<file path="src/rtl/shift_sequencer_pkg.sv">
// Shared types for the shift-register sequencer: FU select codes and controller states.
package shift_seq_pkg;

  typedef enum logic [2:0] {
    OP_HOLD    = 3'd0,
    OP_LOAD    = 3'd1,
    OP_SHR_SER = 3'd2,
    OP_SHL_SER = 3'd3,
    OP_ROR     = 3'd4,
    OP_ROL     = 3'd5,
    OP_ASR     = 3'd6,
    OP_LSL     = 3'd7
  } fu_op_e;

  typedef enum logic [1:0] {
    ST_IDLE,
    ST_LOAD,
    ST_SHIFT,
    ST_RESP
  } seq_state_e;

endpackage

</file>
<file path="src/rtl/shift_sequencer_if.sv">
// Command and response handshakes between a requester (master) and the sequencer (slave).
interface shift_sequencer_if #(
  parameter int unsigned N  = 8,
  parameter int unsigned CW = $clog2(N) + 1
);
  logic          cmd_valid;
  logic          cmd_ready;
  logic [2:0]    cmd_op;
  logic          cmd_load;
  logic [N-1:0]  cmd_data;
  logic [CW-1:0] cmd_count;
  logic          rsp_valid;
  logic          rsp_ready;
  logic [N-1:0]  rsp_data;

  modport master (
    output cmd_valid, cmd_op, cmd_load, cmd_data, cmd_count, rsp_ready,
    input  cmd_ready, rsp_valid, rsp_data
  );

  modport slave (
    input  cmd_valid, cmd_op, cmd_load, cmd_data, cmd_count, rsp_ready,
    output cmd_ready, rsp_valid, rsp_data
  );
endinterface

</file>
<file path="src/rtl/shift_sequencer.sv">
// Drives an external universal shift register through load + N-step shift/rotate commands,
// advancing one step per step_en tick and returning the final register value.
module shift_sequencer
  import shift_seq_pkg::*;
#(
  parameter int unsigned N  = 8,
  parameter int unsigned CW = $clog2(N) + 1
) (
  input  logic                 clk,
  input  logic                 rst,
  shift_sequencer_if.slave     bus,
  input  logic                 step_en,
  input  logic                 ser_in,
  output logic                 ser_out,
  output logic [$clog2(N)-1:0] fu_s,
  output logic [N-1:0]         fu_d,
  output logic                 fu_msb_in,
  output logic                 fu_lsb_in,
  input  logic [N-1:0]         fu_q,
  output logic                 busy
);

  localparam int unsigned SW = $clog2(N);

  seq_state_e    state;
  fu_op_e        op_q;
  logic [N-1:0]  data_q;
  logic [CW-1:0] remaining;

  always_ff @(posedge clk) begin
    if (rst) begin
      state     <= ST_IDLE;
      op_q      <= OP_HOLD;
      data_q    <= '0;
      remaining <= '0;
    end else begin
      case (state)
        ST_IDLE: begin
          if (bus.cmd_valid) begin
            op_q      <= fu_op_e'(bus.cmd_op);
            data_q    <= bus.cmd_data;
            remaining <= bus.cmd_count;
            if (bus.cmd_load)              state <= ST_LOAD;
            else if (bus.cmd_count != '0)  state <= ST_SHIFT;
            else                           state <= ST_RESP;
          end
        end
        ST_LOAD: state <= (remaining != '0) ? ST_SHIFT : ST_RESP;
        ST_SHIFT: begin
          if (step_en) begin
            remaining <= remaining - 1'b1;
            if (remaining == CW'(1)) state <= ST_RESP;
          end
        end
        ST_RESP: if (bus.rsp_ready) state <= ST_IDLE;
        default: state <= ST_IDLE;
      endcase
    end
  end

  // Select is gated by rst so a step coinciding with reset never reaches the FU.
  always_comb begin
    fu_s      = '0;
    fu_msb_in = 1'b0;
    fu_lsb_in = 1'b0;
    ser_out   = 1'b0;
    if (!rst && state == ST_LOAD) fu_s = SW'(OP_LOAD);
    if (state == ST_SHIFT) begin
      if (!rst && step_en && op_q != OP_HOLD && op_q != OP_LOAD) fu_s = SW'(op_q);
      fu_msb_in = (op_q == OP_SHR_SER) ? ser_in : 1'b0;
      fu_lsb_in = (op_q == OP_SHL_SER) ? ser_in : 1'b0;
      case (op_q)
        OP_SHR_SER, OP_ROR, OP_ASR: ser_out = fu_q[0];
        OP_SHL_SER, OP_ROL, OP_LSL: ser_out = fu_q[N-1];
        default:                    ser_out = 1'b0;
      endcase
    end
  end

  assign fu_d          = data_q;
  assign bus.cmd_ready = (state == ST_IDLE);
  assign busy          = (state != ST_IDLE);
  assign bus.rsp_valid = (state == ST_RESP);
  assign bus.rsp_data  = fu_q;

endmodule

</file>
<file path="src/flat_wrapper.sv">
// flat-port wrapper written by rule: the top's interface ports become plain ports
module shift_sequencer_flat import shift_seq_pkg::*;
#(
  parameter int unsigned N  = 8,
  parameter int unsigned CW = $clog2(N) + 1
)
  (clk, rst, step_en, ser_in, ser_out, fu_s, fu_d, fu_msb_in, fu_lsb_in, fu_q, busy, bus_cmd_valid, bus_cmd_op, bus_cmd_load, bus_cmd_data, bus_cmd_count, bus_rsp_ready, bus_cmd_ready, bus_rsp_valid, bus_rsp_data);
  shift_sequencer_if #(.N(N), .CW(CW)) bus_i ();
  input  logic clk;
  input  logic rst;
  input  logic step_en;
  input  logic ser_in;
  output logic ser_out;
  output logic [$clog2(N)-1:0] fu_s;
  output logic [N-1:0] fu_d;
  output logic fu_msb_in;
  output logic fu_lsb_in;
  input  logic [N-1:0] fu_q;
  output logic busy;
  input wire logic [$bits(bus_i.cmd_valid)-1:0] bus_cmd_valid;
  input wire logic [$bits(bus_i.cmd_op)-1:0] bus_cmd_op;
  input wire logic [$bits(bus_i.cmd_load)-1:0] bus_cmd_load;
  input wire logic [$bits(bus_i.cmd_data)-1:0] bus_cmd_data;
  input wire logic [$bits(bus_i.cmd_count)-1:0] bus_cmd_count;
  input wire logic [$bits(bus_i.rsp_ready)-1:0] bus_rsp_ready;
  output wire logic [$bits(bus_i.cmd_ready)-1:0] bus_cmd_ready;
  output wire logic [$bits(bus_i.rsp_valid)-1:0] bus_rsp_valid;
  output wire logic [$bits(bus_i.rsp_data)-1:0] bus_rsp_data;
  assign bus_i.cmd_valid = bus_cmd_valid;
  assign bus_i.cmd_op = bus_cmd_op;
  assign bus_i.cmd_load = bus_cmd_load;
  assign bus_i.cmd_data = bus_cmd_data;
  assign bus_i.cmd_count = bus_cmd_count;
  assign bus_i.rsp_ready = bus_rsp_ready;
  assign bus_cmd_ready = bus_i.cmd_ready;
  assign bus_rsp_valid = bus_i.rsp_valid;
  assign bus_rsp_data = bus_i.rsp_data;
  shift_sequencer #(.N(N), .CW(CW)) u_core (.clk(clk), .rst(rst), .bus(bus_i), .step_en(step_en), .ser_in(ser_in), .ser_out(ser_out), .fu_s(fu_s), .fu_d(fu_d), .fu_msb_in(fu_msb_in), .fu_lsb_in(fu_lsb_in), .fu_q(fu_q), .busy(busy));
endmodule
</file>
<file path="config.mk">
export PLATFORM = sky130hd
export DESIGN_NAME = shift_sequencer_flat
export DESIGN_NICKNAME = d
export VERILOG_FILES = /design/src/rtl/shift_sequencer_pkg.sv /design/src/rtl/shift_sequencer_if.sv /design/src/rtl/shift_sequencer.sv /design/src/flat_wrapper.sv
export SDC_FILE = /design/constraint.sdc
export NUM_CORES = 1
export LEC_CHECK = 0
export CAP_MARGIN = 0
export CORE_MARGIN = 2
export CORE_UTILIZATION = 35
export CTS_BUF_LIST = sky130_fd_sc_hd__clkbuf_8
export DETAILED_ROUTE_END_ITERATION = 12
export HOLD_SLACK_MARGIN = 0.15
export PLACE_DENSITY = 0.73
export SETUP_SLACK_MARGIN = 0.15
export SLEW_MARGIN = 20
export SYNTH_ARGS = -nofsm -noshare
export SYNTH_HDL_FRONTEND = slang
export SYNTH_SLANG_ARGS = --single-unit
export TNS_END_PERCENT = 30
</file>
<file path="constraint.sdc">
create_clock -name clk -period 2.35 [get_ports clk]
set_clock_uncertainty 0.2 [all_clocks]
set_input_delay 0.235 -clock clk [delete_from_list [all_inputs] [get_ports clk]]
set_output_delay 0.235 -clock clk [all_outputs]
set_load 0.005 [all_outputs]
</file>
==> impl_metrics.tcl <==
set metrics [dict create \
    clock_sinks 17 \
    yosysWarnings 0 \
    firstDrtPassIters 4 \
    synth_area_sq_um 1028 \
    setup_viol 0 \
    yosysUniqueCellTypes 31 \
    drt_iter0_markers 13 \
    powerDensity_nw_per_um2 1017 \
    final_common_cell "clkdlybuf4s50_1" \
    r2r_setup_slack_ns 0.16 \
    drive_gt1_frac 0.08589 \
    wl_per_cell_um 13.12 \
    clk_latency_ns 0.25 \
    fin_crit_sh 0.9356 \
    cp_top_family "buffers and inverters" \
    grt_pass1_vias 956 \
    vdd_drop_max_v 0.0005346 \
    critPathArrivalTime_ns 1.76 \
    wl_um 2545 \
    grt_max_degree 18 \
    port_buffers 42 \
    tightest_slew_ns 0.4094 \
    ant_nets 0 \
    crit_required_ns 1.91 \
    cpPeakStageDelay_ns 0.54 \
    syn_inst 130 \
    cts_tree "done" \
    antenna_found_initial 0 \
    synthArstFlopShare 0 \
    criticalPathCategory "reg2out" \
    grt_first_pass_wirelength_um 4250 \
    path_clk_slew_ns 0.07 \
    ctsLongestPathBuffers 2 \
    critPathSlowestCell "clkdlybuf4s50_1" \
    die_w_um 58.21 \
    root_buffer "clkbuf_8" \
    slew_viol_final 0 \
    vias 967 \
    antennaDiodeCount 0 \
    rows 19 \
    outcome "complete, no violations" \
    worst_setup_path_end_kind "output port" \
    pin_count 55 \
    synth_edf_count 0 \
    crit_buf_inv 2 \
    hold_viol_final 0 \
    via_per_inst 4.985 \
    avgSynthCellArea_sq_um 7.911 \
    critPathMaxFanout 5 \
    synth_nets 167 \
    die_area_sq_um 3388 \
    tns_ns 0 \
    p_leak_nw 0.5744 \
    gp_congestion 0.7655 \
    p_total_mw 1.505 \
    final_nets 201 \
    cp-start-kind "register" \
    rsz0062_at_grt "true" \
    post_cts_buffers 0 \
    relSlewSlack 0.7271 \
    final_cell_mix "clkdlybuf4s50_1, nand2_1, a21oi_1, dfxtp_1, nor2_1" \
    area_growth_syn_to_layout_pct 43.92 \
    ctsHoldBuffers 0 \
    yosysSeqAreaShare 0.3309 \
    synth-seq-cells 17 \
    grt_util_all_layers 0.1627 \
    drc 0 \
    die_y_um 58.21 \
    path_cells "inv_4 > ha_4 > o211ai_1 > nor3b_2 > clkdlybuf4s50_1" \
    ys.flop_type "dfxtp_1" \
    dp_hpwl_um 1970 \
    cts_buffers 3 \
    drv_cap 0 \
    fin_crit_ns 2.199 \
    holdCritPathClass "reg2reg" \
    fmax_ghz 0.4548 \
    start_util 0.3698 \
    core_region_area_sq_um 2781 \
    overflow 0 \
    cts-htree-levels 1 \
]
## area by class of cell
type                    instances  area [sq um]
well taps                      31         38.79
multi-input cells              92         588.1
repair buffers                 44         436.7
flip-flops and latches         17         345.3
inverters                       6         25.02
clock inverters                 1         5.005
fillers                       265          1301
clock buffers                   3         41.29
## Yosys cell counts, types with 2 or more instances
master | number | area, sq um
o21ai_0 | 4 | 20.02
mux2i_1 | 2 | 20.02
nor2b_1 | 4 | 25.02
nand2b_1 | 5 | 31.28
nor3b_1 | 3 | 22.52
nand2_1 | 25 | 93.84
dfxtp_1 | 17 | 340.3
clkbuf_1 | 5 | 18.77
a21oi_1 | 16 | 80.08
or3_1 | 2 | 12.51
inv_1 | 6 | 22.52
nor3_1 | 2 | 10.01
ha_1 | 7 | 87.58
o211ai_1 | 2 | 15.01
buf_4 | 8 | 60.06
nor2_1 | 7 | 26.28
## per-stage QoR
| stage | setup slack [ns] | utilization | std cells | instance area (sq um) | hold WS [ns] |
|---|---|---|---|---|---|
| finish | 0.1513 | 0.5322 | 194 | 1480 | 0.2565 |
| global route | 0.04024 | 0.5322 | 194 | 1480 | 0.2700 |
| CTS | 0.05372 | 0.5286 | 194 | 1470 | 0.2568 |
| detailed placement | 0.1130 | 0.5061 | 190 | 1408 | 0.2500 |
| global placement | 0.2042 | 0.5061 | 190 | 1408 | 0.2409 |
| floorplan | 0.2565 | - | 130 | 1028 | 0.1710 |
## timing repair
action | in CTS | in global routing
pin swaps | 1 | 0
gates resized for setup | 5 | 5
setup endpoints to repair | 6 | 6
## worst min-delay path: cells and delay by family, from the launching register on
family	cells	cell delay, ns
compound gates	1	0.05
flops	1	0.31
simple gates	1	0.05
## kinds of logic after synthesis
family                     Yosys count  share of synthesized area
and+or+nand+nor                     55                     0.2713
buffers and inverters               21                     0.1144
DFF                                 17                     0.3309
AOI/OAI and AO/OA                   28                     0.1788
adders and majority gates            7                    0.08515
muxes                                2                    0.01947
## sequential cells by signal (all words and copies together), names as in the netlist
| signal | cells |
|---|---|
| u_core.fu_d | 8 |
| u_core.state | 2 |
| u_core.op_q | 3 |
| u_core.remaining | 4 |
## layer usage
metal | track usage | part of all wire
met1 | 0.1726 | 0.40
met2 | 0.2825 | 0.49
met3 | 0.06696 | 0.093
met4 | 0.06977 | 0.020
met5 | 0 | 0
## final timing paths
check                                      from                  end  cells after the start
worst min-delay path             u_core.fu_d[2]       u_core.fu_d[2]                      2
worst min register to register   u_core.fu_d[2]       u_core.fu_d[2]                      2
worst max-delay path            u_core.state[0]              fu_s[1]                      5
worst max register to register  u_core.state[1]  u_core.remaining[0]                      6
## report_power, final
group | switching, mW | internal, mW
Sequential | 0.0820 | 0.378
Combinational | 0.397 | 0.429
Clock | 0.101 | 0.118
Note: power is estimated with default switching activity, not from simulation.
